<file path="config.mk">
export PLATFORM = sky130hd
export DESIGN_NAME = game_ctrl
export DESIGN_NICKNAME = d
export VERILOG_FILES = /design/src/rtl/game_pkg.sv /design/src/rtl/tick_gen.sv /design/src/rtl/game_ctrl.sv
export SDC_FILE = /design/constraint.sdc
export NUM_CORES = 1
export LEC_CHECK = 0
export CAP_MARGIN = 5
export CORE_AREA = 2 2 129 131
export CTS_BUF_LIST = sky130_fd_sc_hd__clkbuf_16
export DETAILED_ROUTE_END_ITERATION = 10
export DIE_AREA = 0 0 131 133
export GPL_ROUTABILITY_DRIVEN = 0
export PLACE_DENSITY = 0.66
export SETUP_SLACK_MARGIN = 0.02
export SYNTH_ARGS = -nofsm -noshare
export SYNTH_HDL_FRONTEND = slang
export SYNTH_SLANG_ARGS = --single-unit
</file>
<file path="constraint.sdc">
create_clock -name clk -period 7.9 [get_ports clk]
set_input_delay 1.975 -clock clk [delete_from_list [all_inputs] [get_ports clk]]
set_output_delay 1.975 -clock clk [all_outputs]
set_load 0.05 [all_outputs]
</file>
<file path="src/rtl/game_pkg.sv">
// Shared definitions for the game sequencer and the scoring counter.
package game_pkg;

  // Game phase encoding; the scoring counter decodes the same values.
  typedef enum logic [1:0] {
    ST_SELECT    = 2'd0,
    ST_COUNTDOWN = 2'd1,
    ST_INGAME    = 2'd2,
    ST_FINISH    = 2'd3
  } state_e;

  localparam int unsigned KEY_W   = 9;
  localparam int unsigned VALUE_W = 7;
  localparam int unsigned CD_W    = 2;
  localparam int unsigned SUB_W   = 7;
  localparam int unsigned SUB_MAX = 99;

  // Make codes; bit 8 (extended prefix) must be clear.
  localparam logic [KEY_W-1:0] KEY_ENTER = 9'h05A;
  localparam logic [KEY_W-1:0] KEY_ESC   = 9'h076;
  localparam logic [KEY_W-1:0] KEY_TAB   = 9'h00D;
  localparam logic [KEY_W-1:0] KEY_PLUS  = 9'h055;
  localparam logic [KEY_W-1:0] KEY_MINUS = 9'h04E;

  // Mode 0: timed, value in seconds.
  localparam logic [VALUE_W-1:0] M0_DEF  = 7'd15;
  localparam logic [VALUE_W-1:0] M0_MIN  = 7'd15;
  localparam logic [VALUE_W-1:0] M0_MAX  = 7'd60;
  localparam logic [VALUE_W-1:0] M0_STEP = 7'd15;
  // Mode 1: word count.
  localparam logic [VALUE_W-1:0] M1_DEF  = 7'd25;
  localparam logic [VALUE_W-1:0] M1_MIN  = 7'd10;
  localparam logic [VALUE_W-1:0] M1_MAX  = 7'd60;
  localparam logic [VALUE_W-1:0] M1_STEP = 7'd5;

  // Default target when a mode is entered.
  function automatic logic [VALUE_W-1:0] mode_default(input logic m);
    return m ? M1_DEF : M0_DEF;
  endfunction

  // One saturating step of the target up or down within the mode's range.
  function automatic logic [VALUE_W-1:0] step_value(input logic m,
                                                    input logic [VALUE_W-1:0] v,
                                                    input logic up);
    logic [VALUE_W-1:0] lo;
    logic [VALUE_W-1:0] hi;
    logic [VALUE_W-1:0] st;
    logic [VALUE_W-1:0] res;
    lo = m ? M1_MIN  : M0_MIN;
    hi = m ? M1_MAX  : M0_MAX;
    st = m ? M1_STEP : M0_STEP;
    if (up) res = (v >= hi - st) ? hi : v + st;
    else    res = (v <= lo + st) ? lo : v - st;
    return res;
  endfunction

endpackage

</file>
<file path="src/rtl/tick_gen.sv">
// Free-running divider producing a one-cycle tick every TICK_DIV clocks.
module tick_gen #(
  parameter int unsigned TICK_DIV = 1000000
) (
  input  logic clk,
  input  logic rst,
  output logic tick
);

  localparam int unsigned CNT_W = (TICK_DIV > 1) ? $clog2(TICK_DIV) : 1;

  logic [CNT_W-1:0] cnt_q;
  logic [CNT_W-1:0] cnt_d;
  logic             wrap_c;

  // Wrap detection and next count.
  always_comb begin
    wrap_c = (cnt_q == CNT_W'(TICK_DIV - 1));
    cnt_d  = wrap_c ? '0 : cnt_q + CNT_W'(1);
  end

  // Divider register; tick is registered off the wrap.
  always_ff @(posedge clk or posedge rst) begin
    if (rst) begin
      cnt_q <= '0;
      tick  <= 1'b0;
    end else begin
      cnt_q <= cnt_d;
      tick  <= wrap_c;
    end
  end

endmodule

</file>
<file path="src/rtl/game_ctrl.sv">
// Game sequencer: setup screen, countdown, in-game and result phases.
module game_ctrl
  import game_pkg::*;
#(
  parameter int unsigned TICK_DIV    = 1000000,
  parameter int unsigned COUNT_SEC   = 3,
  parameter int unsigned FINISH_HOLD = 100
) (
  input  logic               clk,
  input  logic               rst,
  input  logic [127:0]       key_down,
  input  logic [KEY_W-1:0]   last_change,
  input  logic               key_valid,
  input  logic               finish,
  output logic [1:0]         state,
  output logic               mode,
  output logic [VALUE_W-1:0] value,
  output logic [CD_W-1:0]    cd_sec,
  output logic               tick
);

  localparam int unsigned HOLD_W = $clog2(FINISH_HOLD + 1);

  state_e             state_q,  state_d;
  logic               mode_q,   mode_d;
  logic [VALUE_W-1:0] value_q,  value_d;
  logic [CD_W-1:0]    cd_q,     cd_d;
  logic [SUB_W-1:0]   sub_q,    sub_d;
  logic [HOLD_W-1:0]  hold_q,   hold_d;
  logic               prev_q;
  logic               press_q,  press_d;
  logic [KEY_W-1:0]   code_q;
  logic [127:0]       others_c;
  logic [6:0]         idx_c;
  logic               enter_c, esc_c, tab_c, plus_c, minus_c;

  tick_gen #(.TICK_DIV(TICK_DIV)) u_tick (
    .clk  (clk),
    .rst  (rst),
    .tick (tick)
  );

  // Press event: fresh make of a key that is the only one held.
  always_comb begin
    idx_c           = last_change[6:0];
    others_c        = key_down;
    others_c[idx_c] = 1'b0;
    press_d         = key_valid && key_down[idx_c] && !prev_q && (others_c == '0);
  end

  // Edge tracker and registered press with its code.
  always_ff @(posedge clk or posedge rst) begin
    if (rst) begin
      prev_q  <= 1'b0;
      press_q <= 1'b0;
      code_q  <= '0;
    end else begin
      prev_q  <= key_down[idx_c];
      press_q <= press_d;
      code_q  <= last_change;
    end
  end

  // Key decode of the registered press.
  always_comb begin
    enter_c = press_q && (code_q == KEY_ENTER);
    esc_c   = press_q && (code_q == KEY_ESC);
    tab_c   = press_q && (code_q == KEY_TAB);
    plus_c  = press_q && (code_q == KEY_PLUS);
    minus_c = press_q && (code_q == KEY_MINUS);
  end

  // Next-state logic for phase, selection and the phase timers.
  always_comb begin
    state_d = state_q;
    mode_d  = mode_q;
    value_d = value_q;
    cd_d    = cd_q;
    sub_d   = sub_q;
    hold_d  = hold_q;
    case (state_q)
      ST_SELECT: begin
        if (enter_c) begin
          state_d = ST_COUNTDOWN;
          cd_d    = CD_W'(COUNT_SEC);
          sub_d   = '0;
        end else if (tab_c) begin
          mode_d  = !mode_q;
          value_d = mode_default(!mode_q);
        end else if (plus_c) begin
          value_d = step_value(mode_q, value_q, 1'b1);
        end else if (minus_c) begin
          value_d = step_value(mode_q, value_q, 1'b0);
        end
      end
      ST_COUNTDOWN: begin
        if (esc_c) begin
          state_d = ST_SELECT;
          cd_d    = '0;
        end else if (tick) begin
          if (sub_q == SUB_W'(SUB_MAX)) begin
            sub_d = '0;
            if (cd_q == CD_W'(1)) begin
              state_d = ST_INGAME;
              cd_d    = '0;
            end else begin
              cd_d = cd_q - CD_W'(1);
            end
          end else begin
            sub_d = sub_q + SUB_W'(1);
          end
        end
      end
      ST_INGAME: begin
        // finish takes priority over a coincident ESC
        if (finish) begin
          state_d = ST_FINISH;
          hold_d  = '0;
        end else if (esc_c) begin
          state_d = ST_SELECT;
        end
      end
      ST_FINISH: begin
        if (esc_c) begin
          state_d = ST_SELECT;
        end else if (enter_c && (hold_q == HOLD_W'(FINISH_HOLD))) begin
          state_d = ST_SELECT;
        end else if (tick && (hold_q != HOLD_W'(FINISH_HOLD))) begin
          hold_d = hold_q + HOLD_W'(1);
        end
      end
      default: state_d = ST_SELECT;
    endcase
  end

  // Phase and selection registers.
  always_ff @(posedge clk or posedge rst) begin
    if (rst) begin
      state_q <= ST_SELECT;
      mode_q  <= 1'b0;
      value_q <= M0_DEF;
      cd_q    <= '0;
      sub_q   <= '0;
      hold_q  <= '0;
    end else begin
      state_q <= state_d;
      mode_q  <= mode_d;
      value_q <= value_d;
      cd_q    <= cd_d;
      sub_q   <= sub_d;
      hold_q  <= hold_d;
    end
  end

  assign state  = state_q;
  assign mode   = mode_q;
  assign value  = value_q;
  assign cd_sec = cd_q;

endmodule

</file>
==> Yosys cells after proc, flatten, opt, wreduce, memory -nomap -nowiden <==
Index checks and enable logic that the tools add are counted.
{ "word_totals": {"wordCells": 114, "ff_bits": 58, "output_inout_bits": 13} }
{ "op_classes": {"order_cmp": 4, "n_reduce_logical": 24, "n_eq_ne": 25, "muxes": 39, "bitwise": 3, "add_sub_neg": 8} }
{ "op_table": {"columns": ["op", "n"], "rows": [
  ["128-bit AND", 1],
  ["128-bit logical NOT", 1],
  ["128-bit inverter", 1],
  ["7-bit two-way mux", 13],
  ["9-bit by 7-bit equality test with 1-bit output, second input constant", 4],
  ["2-bit two-way mux", 14],
  ["7-bit case mux with 2 select lines", 2],
  ["20-bit by 1-bit adder with 20-bit output, second input constant", 1],
  ["20-bit equality test, second input constant", 1],
  ["20-bit two-way mux", 1],
  ["7-bit by 1-bit adder with 7-bit output, second input constant", 2],
  ["7-bit equality test, second input constant", 2],
  ["2-bit != test, second input constant", 6],
  ["3-bit != test, second input constant", 4],
  ["1-bit logical AND", 11],
  ["9-bit by 4-bit equality test with 1-bit output, second input constant", 1],
  ["7-bit by 8-bit less-than comparator with 1-bit output, second input constant", 1],
  ["2-bit case mux with 4 select lines", 1],
  ["4-bit AND reduction", 2],
  ["7-bit adder", 1],
  ["1-bit binary-select mux with 7-bit select", 1],
  ["1-bit demux with 7-bit select", 1],
  ["7-bit by 1-bit greater-or-equal comparator with 1-bit output, second input constant", 1],
  ["7-bit greater-or-equal comparator", 1],
  ["other kinds (23)", 29]
]} }

==> Logic depth before layout (Yosys ltp) <==
Gate-level depths: netlist of run 1.
{ "depth": {"ltp_word": 8, "mapped_depth": 11, "mapped_depth_nobuf": 10} }

==> Modules after synthesis <==
From an unflattened synthesis of run 1, not the netlist that was laid out.
{ "hier_totals": {"cells_unflattened": 709, "area_unflattened_um2": 5581.6} }
{ "by_module_without_submodules": {"columns": ["module", "area_each_um2", "cells_per_inst", "n_inst"], "rows": [
  ["game_ctrl", 4519.3, 608, 1],
  ["tick_gen", 1062.3, 101, 1]
]} }

==> Worst setup path after synthesis of run 1 <==
Ideal clock, no wire load.
{ "synth_timing": {"path_kind": "in2reg", "start": "input last_change[3]", "end": "register press_q", "setup_time_ns": 0.068, "arrival_ns": 4.103, "slack_ns": 3.730, "n_path_buf": 1, "required_ns": 7.832, "stages": 8, "cell_sequence": "or4_1 buf_2 o21ai_1 nand4_1 or4_1 or4_1 nor3_1 and4_1"} }
{ "synth_via": {"elab_chain_len": 8, "elab_cells_between_ends": 13} }
{ "synth_rtl": {"columns": ["item", "line_no", "rtl"], "rows": [
  ["start: declaration", "game_ctrl.sv:12", "input logic [KEY_W-1:0] last_change,"],
  ["7-bit by 8-bit less-than comparator with 1-bit output (not written as such) or 7-bit by 1-bit greater-or-equal comparator with 1-bit output (tied branches)", "game_ctrl.sv:47", "others_c[idx_c] = 1'b0;"],
  ["1-bit logical AND (not written as such)", "game_ctrl.sv:47", null],
  ["1-bit two-way mux (not written as such)", "game_ctrl.sv:47", null],
  ["1-bit demux with 7-bit select", "game_ctrl.sv:47", null],
  ["128-bit inverter (no source line)", null, null],
  ["128-bit AND (no source line)", null, null],
  ["128-bit logical NOT", "game_ctrl.sv:48", "press_d = key_valid && key_down[idx_c] && !prev_q && (others_c == '0);"],
  ["1-bit logical AND *", "game_ctrl.sv:48", null],
  ["named net press_d", "game_ctrl.sv:31", "logic press_q, press_d;"],
  ["end signal: assignment", "game_ctrl.sv:59", "press_q <= press_d;"],
  ["end: declaration", "game_ctrl.sv:31", null]
]} }
Mark *: on every way through the listed nets, which the timed path passes. The rest lies on a longest branch. The select of a mux whose other input is x is not followed.
A chain may end at the register's enable or synchronous reset.

==> Final worst setup path of run 1 <==
{ "layout_timing": {"start": "input last_change[1]", "end": "register press_q"} }
Same word-level chain as after synthesis.

==> results of run 1 <==
==> state kept, by name (all words and copies together) (netlist names) <==
signal and flops:
hold_q 7, sub_q 7, state 2, u_tick.cnt_q 20, mode 1, prev_q 1
value 7, press_q 1, u_tick.tick 1, cd_sec 2, code_q 9
==> cell families (layout without fill, tap and decap cells) <==
logic type	after synthesis	count (layout)	share of synthesized area (%)
compound gates	265	265	28.20
simple gates	245	245	25.58
flops	58	58	26.58
buf+inv	55	189	4.088
mux	37	37	8.016
xor+xnor	24	24	3.836
fa+ha+maj	15	15	3.700
==> worst register-to-register path, cell delays in order (launching register included) <==
cell	delay, ns
dfrtp_1	0.56
inv_1	0.23
ha_1	0.37
ha_1	0.20
a211oi_1	0.23
nor2_1	0.08
o41ai_1	0.59
and2_1	0.33
a21oi_1	0.11
a21o_1	0.20
a22o_1	0.17
==> area by class of cell <==
cell class,instances,area (um^2)
Clock inverter,7,85.08
Multi-Input combinational cell,586,3799
Fill cell,1563,8711
Inverter,15,56.30
Tap cell,220,275.3
Clock buffer,9,225.2
Timing Repair Buffer,158,1564
Sequential cell,58,1456
==> cells in the mapped netlist, types with 6 or more instances <==
| cell type | instances | area, um^2 |
|---|---|---|
| nand4_1 | 43 | 269.0 |
| xor2_1 | 11 | 96.34 |
| nor2_1 | 47 | 176.4 |
| nand3_1 | 18 | 90.09 |
| clkbuf_1 | 26 | 97.59 |
| o31ai_1 | 6 | 45.04 |
| nand4bb_1 | 6 | 67.56 |
| xnor2_1 | 13 | 113.9 |
| a221oi_1 | 18 | 157.7 |
| ha_1 | 13 | 162.7 |
| o21ai_0 | 153 | 765.7 |
| or4_1 | 7 | 52.55 |
| nor2b_1 | 12 | 75.07 |
| a21oi_1 | 38 | 190.2 |
| buf_2 | 11 | 55.05 |
| nand2_1 | 37 | 138.9 |
| dfrtp_1 | 54 | 1351 |
| nand3b_1 | 7 | 52.55 |
| inv_1 | 15 | 56.30 |
| mux2i_1 | 18 | 180.2 |
| nand2b_1 | 8 | 50.05 |
| nor3_1 | 13 | 65.06 |
| mux2_2 | 15 | 168.9 |
==> final timing paths <==
check,endpoint,slack [ns],cells after the start
min reg2reg,sub_q[6]$_DFFE_PP0P_,0.49,1
min,sub_q[6]$_DFFE_PP0P_,0.49,1
max,press_q$_DFF_PP0_,2.42,9
max reg2reg,value[5]$_DFFE_PP0P_,4.70,10
min in group asynchronous,u_tick.cnt_q[10]$_DFF_PP0_,2.17,3
max in group asynchronous,mode$_DFFE_PP0P_,5.26,3
==> power breakdown <==
part           leakage (nW)  internal, mW  switching [mW]
clock                 0.154         0.272           0.131
combinational          1.80         0.101           0.110
sequential            0.748         0.301         0.00208
==> through the flow <==
stage | hold WS, ns | utilization, % | setup slack (ns)
floorplan | 0.4470 | - | 3.730
global placement | 0.4728 | 44.22 | 2.253
detailed placement | 0.4770 | 44.22 | 2.191
CTS | 0.4847 | 46.14 | 2.533
global route | 0.4996 | 46.14 | 2.331
finish | 0.4857 | 46.14 | 2.421
==> layer usage <==
| metal | global-route usage [%] | part of all wire, % | up-vias |
|---|---|---|---|
| li1 | - | - | 2956 |
| met1 | 34.49 | 38 | 2959 |
| met2 | 39.81 | 44 | 599 |
| met3 | 5.904 | 12 | 138 |
| met4 | 13.83 | 6.1 | 0 |
| met5 | 0 | 0 | - |
==> impl_metrics.ini, run 1 <==
[status]
status = completed

[critical_path]
cp-start-kind = primary input
cp-end-kind = flip-flop
path_cells = clkdlybuf4s50_1 -> buf_4 -> or3b_2 -> o21ai_0 -> nand4_1 -> or4_1 -> or4_1 -> nor3_1 -> and4_1
critPathLaunch = last_change[1]
worstPathRequired_ns = 8.16
path_buf_inv = 2
path_delay_family = simple AND/OR/NAND/NOR gates
worst_path_max_delay_cell = clkdlybuf4s50_1
path_class = in2reg
cp_slowest_stage_delay_ns = 0.86
r2r-start = mode$_DFFE_PP0P_
cpMostUsedCell = or4_1
critical_path_peak_fanout = 30
cp_data_arrival_time_ns = 5.74

[die]
die_h_um = 133
core_um2 = 16170
io-pin-count = 154
rows = 47
start_util_pct = 33.88
die_w_um = 131
dieArea_um2 = 17420

[place]
io_buffers = 153
dp_hpwl_um = 17430
place_area_um2 = 7151
dp_cells = 1037

[hold_path]
min_path_type = reg2reg
hold_start = sub_q[6]$_DFFE_PP0P_

[routing]
routedWlPerCell_um = 21.84
dr.pass1.iters = 6
wirelength_um = 23000
vias_per_cell = 6.317
drc = 0
dr.first_iter.drc_count = 1155
ant_nets = 0
vias = 6652

[synth]
synthDistinctLibCells = 65
yosysWarnings = 0
async_flop_share_pct = 100.0
avgSynthCellArea_um2 = 7.838
netlist_area_um2 = 5479
ys_seq_area_share_pct = 26.58
postSynthRegisterBits = 58
synthFlopType = dfrtp_1
syn-num-nets = 855
synth-edff-count = 0
synthCells = 699

[clock_tree]
cts_tree = built
cts-root-buf = clkbuf_16
clk_path_buf_depth = 2
h-tree-depth = 3
post-cts-setup-buffer-count = 0
numCtsBuffers = 9
cts_sinks = 58
clock_latency_ns = 0.32
cts-resized-gates = 0
clk_pin_slew_ns = 0.05
hold_buffers = 0

[power_and_ir_drop]
leakage_nw = 2.700
total_power_mw = 0.9166
peakVddDrop_uv = 126.5
p_per_area_nw_per_um2 = 122.9

[sta]
layout_min_cycle_time_ns = 5.479
timing.fmax_mhz = 182.5
worst_slew_pin_slew_ns = 1.192
setup_violations = 0
slew_viol_final = 0
rsz0062_at_grt = no
finalHoldViolations = 0
maxSlewHeadroom_pct = 19.94
skew_ns = 0.006128
fin_setup_tns_ns = 0
fin_crit_sh_pct = 69.36

[finish]
mostFrequentLayoutCell = o21ai_0
syn_to_final_growth_pct = 36.17
final_cells = 1053
antennaDiodeCount = 0
drive_above_1_share_pct = 6.122
final_nets = 984
postLayoutCellArea_um2 = 7461
final_cell_mix = 153 x o21ai_0, 152 x clkdlybuf4s50_1, 54 x dfrtp_1

[global_routing]
grt_pass1_vias = 6397
grt_max_degree = 59
overflow = 0
grt_usage_pct = 26.22
antenna_found_initial = 0
grt_pass1_wl_um = 35250

[job]
drv_cap = 0
Note: power is estimated with default switching activity, not from simulation.
==> inputs of run 2 (changes only) <==
--- a/config.mk
+++ b/config.mk
@@ -11,7 +11,7 @@
 export DETAILED_ROUTE_END_ITERATION = 10
 export DIE_AREA = 0 0 131 133
 export GPL_ROUTABILITY_DRIVEN = 0
-export PLACE_DENSITY = 0.66
+export PLACE_DENSITY = 0.69
 export SETUP_SLACK_MARGIN = 0.02
 export SYNTH_ARGS = -nofsm -noshare
 export SYNTH_HDL_FRONTEND = slang
==> constraint.sdc (replaced) <==
create_clock -name clk -period 4.4 [get_ports clk]
set_input_delay 1.1 -clock clk [delete_from_list [all_inputs] [get_ports clk]]
set_output_delay 1.1 -clock clk [all_outputs]
set_load 0.05 [all_outputs]
==> impl_metrics.ini, run 2 (synthesis results as in run 1) <==
[critical_path]
worstPathRequired_ns = 4.66
cp-end-kind = flip-flop
path_class = in2reg
r2r-start = mode$_DFFE_PP0P_
r2r_slack_ns = 1.26
critPathLaunch = last_change[0]
worstSetupEndpoint = press_q$_DFF_PP0_
r2r_end = value[5]$_DFFE_PP0P_
critical_path_peak_fanout = 9
cp_data_arrival_time_ns = 4.15
r2r_cells = 10
cp-start-kind = primary input

[finish]
mostFrequentLayoutCell = o21ai_0
final_cell_mix = 153 x o21ai_0, 152 x clkdlybuf4s50_1, 54 x dfrtp_1
fill_cells = 1587
postLayoutCellArea_um2 = 7599
final_cells = 1075
syn_to_final_growth_pct = 38.68
largest-register = u_tick.cnt_q
antennaDiodeCount = 0
largestRegisters = u_tick.cnt_q (20), code_q (9)
drive_above_1_share_pct = 8.304
largest_reg_flops = 20
final_nets = 1007
fin_util_pct = 46.99

[routing]
routedWlPerCell_um = 21.79
drc = 0
dr.pass1.iters = 6
ant_nets = 0
vias = 6885
wirelength_um = 23430
dr.first_iter.drc_count = 1150
vias_per_cell = 6.405

[global_routing]
antenna_found_initial = 0
grt_max_degree = 52
grt_pass1_wl_um = 35700
overflow = 0
grt_pass1_vias = 6503
grt_usage_pct = 26.40

[place]
dp_hpwl_um = 18050
dp_cells = 1060
io_buffers = 153
post-place-ws_ns = 0.2543
place_area_um2 = 7323

[sta]
layout_min_cycle_time_ns = 3.898
setup_violations = 0
rsz0062_at_grt = no
fin_ws_ns = 0.5021
finalHoldViolations = 0
fin_setup_tns_ns = 0
skew_ns = 0.006157
slew_viol_final = 0
fin_crit_sh_pct = 88.59
maxSlewHeadroom_pct = 24.35
holdWs_ns = 0.4785
worst_slew_pin_slew_ns = 1.126
timing.fmax_mhz = 256.5

[clock_tree]
cts-root-buf = clkbuf_16
h-tree-depth = 3
cts_tree = built
numCtsBuffers = 9
cts_sinks = 58
clk_pin_slew_ns = 0.05
post-cts-setup-buffer-count = 0
hold_buffers = 0
clock_latency_ns = 0.32
clk_path_buf_depth = 2
cts-resized-gates = 0

[power_and_ir_drop]
p_per_area_nw_per_um2 = 208.6
leakage_nw = 2.791
total_power_mw = 1.585
peakVddDrop_uv = 174.1

[die]
io-pin-count = 154
dieArea_um2 = 17420
core_um2 = 16170
start_util_pct = 33.88
die_h_um = 133
die_w_um = 131
rows = 47

[job]
drv_cap = 0

[hold_path]
min_path_type = reg2reg

[status]
status = completed
## run 2: cell count changes in the layout (fill, tap and decap cells not counted), sizes merged
cell / before / now
bufinv: 2 / 1
clkinvlp: 1 / 0
clkinv: 3 / 4
buf: 6 / 29
## run 2: worst min-delay path by stage
| stage | start | to | slack [ns] | cells past startpoint |
|---|---|---|---|---|
| after floorplan | sub_q[6]$_DFFE_PP0P_ | sub_q[6]$_DFFE_PP0P_ | 0.45 | 1 |
| after global placement | sub_q[6]$_DFFE_PP0P_ | sub_q[6]$_DFFE_PP0P_ | 0.47 | 1 |
| after CTS | u_tick.cnt_q[11]$_DFF_PP0_ | u_tick.cnt_q[11]$_DFF_PP0_ | 0.49 | 1 |
| final | u_tick.cnt_q[11]$_DFF_PP0_ | u_tick.cnt_q[11]$_DFF_PP0_ | 0.48 | 1 |
| after global routing | u_tick.cnt_q[4]$_DFF_PP0_ | u_tick.cnt_q[4]$_DFF_PP0_ | 0.50 | 1 |
| after detailed placement | sub_q[6]$_DFFE_PP0P_ | sub_q[6]$_DFFE_PP0P_ | 0.47 | 1 |
## run 2: layout make-up
cell class	count	area, um^2	share of cell area, %
multi-input cells	586	3799	49.99
repair buffers	181	1737	22.86
flip-flops and latches	58	1456	19.17
well taps	220	275.3	3.623
clock buffers	9	225.2	2.964
inverters	15	56.30	0.7410
clock inverters	6	50.05	0.6587
## run 2: metal layers
metal	share of wire [%]	global-route usage, %	vias up
li1	-	-	2995
met1	36	33.74	3111
met2	43	40.16	589
met3	13	6.308	190
met4	7.6	15.60	0
met5	0	0	-
## run 2: worst max-delay path: stages
cell	delay, ns
clkdlybuf4s50_1	0.53
buf_4	0.22
or3b_1	0.54
o21ai_0	0.23
nand4_1	0.10
or4_1	0.54
or4_1	0.54
nor3_1	0.14
and4_1	0.20
## run 2: power breakdown
group	switching [mW]	internal (mW)	leakage [nW]
sequential	0.00386	0.540	0.748
combinational	0.205	0.192	1.90
clock	0.220	0.424	0.139
total	0.428	1.16	2.79
==> inputs of run 3 (changes only) <==
--- a/config.mk
+++ b/config.mk
@@ -6,12 +6,14 @@
 export NUM_CORES = 1
 export LEC_CHECK = 0
 export CAP_MARGIN = 5
-export CORE_AREA = 2 2 129 131
+export CELL_PAD_IN_SITES_DETAIL_PLACEMENT = 0
+export CELL_PAD_IN_SITES_GLOBAL_PLACEMENT = 1
+export CORE_AREA = 2 2 134 136
 export CTS_BUF_LIST = sky130_fd_sc_hd__clkbuf_16
 export DETAILED_ROUTE_END_ITERATION = 10
-export DIE_AREA = 0 0 131 133
+export DIE_AREA = 0 0 136 138
 export GPL_ROUTABILITY_DRIVEN = 0
-export PLACE_DENSITY = 0.69
+export PLACE_DENSITY = 0.83
 export SETUP_SLACK_MARGIN = 0.02
 export SYNTH_ARGS = -nofsm -noshare
 export SYNTH_HDL_FRONTEND = slang
==> constraint.sdc (replaced) <==
create_clock -name clk -period 4.4 [get_ports clk]
set_input_delay 0.66 -clock clk [delete_from_list [all_inputs] [get_ports clk]]
set_output_delay 0.66 -clock clk [all_outputs]
set_load 0.05 [all_outputs]
==> impl_metrics.ini, run 3 (synthesis results as in run 1) <==
[hold_path]
min_path_type = reg2reg
hold_path_depth = 1
hold_start = u_tick.cnt_q[0]$_DFF_PP0_
hold_end = u_tick.cnt_q[0]$_DFF_PP0_

[routing]
wirelength_um = 24310
wl_met3_um = 2716
ant_nets = 0
routedWlPerCell_um = 22.57
dr_wl_met2_um = 10700
dr.pass1.iters = 6
vias_per_cell = 6.371
top_layer = met4
dr.first_iter.drc_count = 1042
drc = 0
vias = 6862
wl_met1_um = 9178

[place]
dp_hpwl_um = 18730
io_buffers = 153
post-place-ws_ns = 0.4063

[global_routing]
antenna_found_initial = 0
grt_max_degree = 48
overflow = 0
grt_usage_pct = 25.51
grt_pass1_vias = 6423
grt_pass1_wl_um = 37050

[sta]
setup_violations = 0
slew_viol_final = 0
fin_setup_tns_ns = 0
finalHoldViolations = 0
maxSlewHeadroom_pct = 33.89
fin_ws_ns = 0.5857
timing.fmax_mhz = 262.2
skew_ns = 0.01089
fin_crit_sh_pct = 86.69
layout_min_cycle_time_ns = 3.814
worst_slew_pin_slew_ns = 0.9901
rsz0062_at_grt = no

[finish]
largest-register = u_tick.cnt_q
drive_above_1_share_pct = 7.547
antennaDiodeCount = 0
final_cell_mix = 153 x o21ai_0, 152 x clkdlybuf4s50_1, 54 x dfrtp_1
largestRegisters = u_tick.cnt_q (20), code_q (9)
final_nets = 999
fill_cells = 1804
syn_to_final_growth_pct = 38.64
mostFrequentLayoutCell = o21ai_0
largest_reg_flops = 20

[critical_path]
r2r_slack_ns = 1.28
cp-end-kind = flip-flop
path_class = in2reg
r2r-start = mode$_DFFE_PP0P_
r2r_end = value[5]$_DFFE_PP0P_
critical_path_peak_fanout = 16
worstPathRequired_ns = 4.66
cp-start-kind = primary input
cp_data_arrival_time_ns = 4.07
r2r_cells = 10

[power_and_ir_drop]
leakage_nw = 2.773
p_per_area_nw_per_um2 = 218.8
peakVddDrop_uv = 211.1

[die]
rows = 49
die_w_um = 136
io-pin-count = 154
dieArea_um2 = 18770
start_util_pct = 31.25
die_h_um = 138
core_um2 = 17530

[job]
drv_cap = 0

[clock_tree]
numCtsBuffers = 9
hold_buffers = 0
cts_tree = built
clk_pin_slew_ns = 0.05
cts-root-buf = clkbuf_16
cts_sinks = 58
cts-resized-gates = 0
clk_path_buf_depth = 2
h-tree-depth = 3
post-cts-setup-buffer-count = 0
clock_latency_ns = 0.33

[status]
status = completed
==> run 3: report_power, final <==
part,total (mW),internal [mW],switching [mW],leakage (nW)
Sequential,0.544,0.540,0.00372,0.748
Combinational,0.395,0.189,0.206,1.88
Clock,0.723,0.488,0.235,0.150
==> run 3: how the worst max path moves through the flow <==
stage	slack (ns)	to	depth (start not counted)	startpoint
6_report	0.59	press_q$_DFF_PP0_	8	last_change[0]
2_1_floorplan	1.41	value[5]$_DFFE_PP0P_	10	mode$_DFFE_PP0P_
3_3_place_gp	0.40	press_q$_DFF_PP0_	8	last_change[0]
4_1_cts	0.74	press_q$_DFF_PP0_	8	last_change[0]
3_5_place_dp	0.41	press_q$_DFF_PP0_	8	last_change[0]
5_1_grt	0.54	press_q$_DFF_PP0_	8	last_change[0]
==> run 3: through the flow <==
stage | utilization, % | instances | total power, mW | hold slack, ns | area (um^2)
2_1_floorplan | - | 699 | 0.7013 | 0.4470 | 5479
3_3_place_gp | 41.56 | 1061 | 0.9330 | 0.4692 | 7287
3_5_place_dp | 41.56 | 1061 | 0.9294 | 0.4808 | 7287
4_1_cts | 43.32 | 1077 | 1.661 | 0.4878 | 7596
5_1_grt | 43.32 | 1077 | 1.726 | 0.5058 | 7596
6_report | 43.32 | 1077 | 1.662 | 0.4861 | 7596
==> run 3: area by class of cell <==
class                      count  area [um^2]  area share [%]
timing repair buffer         173         1689           22.24
inverter                      15        56.30          0.7412
clock inverter                 7        83.83           1.104
clock buffer                   9        225.2           2.965
multi-input combinational    586         3799           50.01
tap                          229        286.5           3.772
sequential                    58         1456           19.17
==> run 3: routing by layer <==
| metal | vias up | track usage (%) |
|---|---|---|
| li1 | 2984 | - |
| met1 | 3157 | 32.49 |
| met2 | 563 | 38.77 |
| met3 | 158 | 6.051 |
| met4 | 0 | 15.73 |
| met5 | - | 0 |
==> run 3: critical path, stage by stage <==
cell and delay [ns]:
clkdlybuf4s50_1 0.67, nand3b_1 0.72, o21ai_0 0.58, nand4_1 0.13
or4_1 0.41, or4_1 0.54, nor3_1 0.14, and4_1 0.22
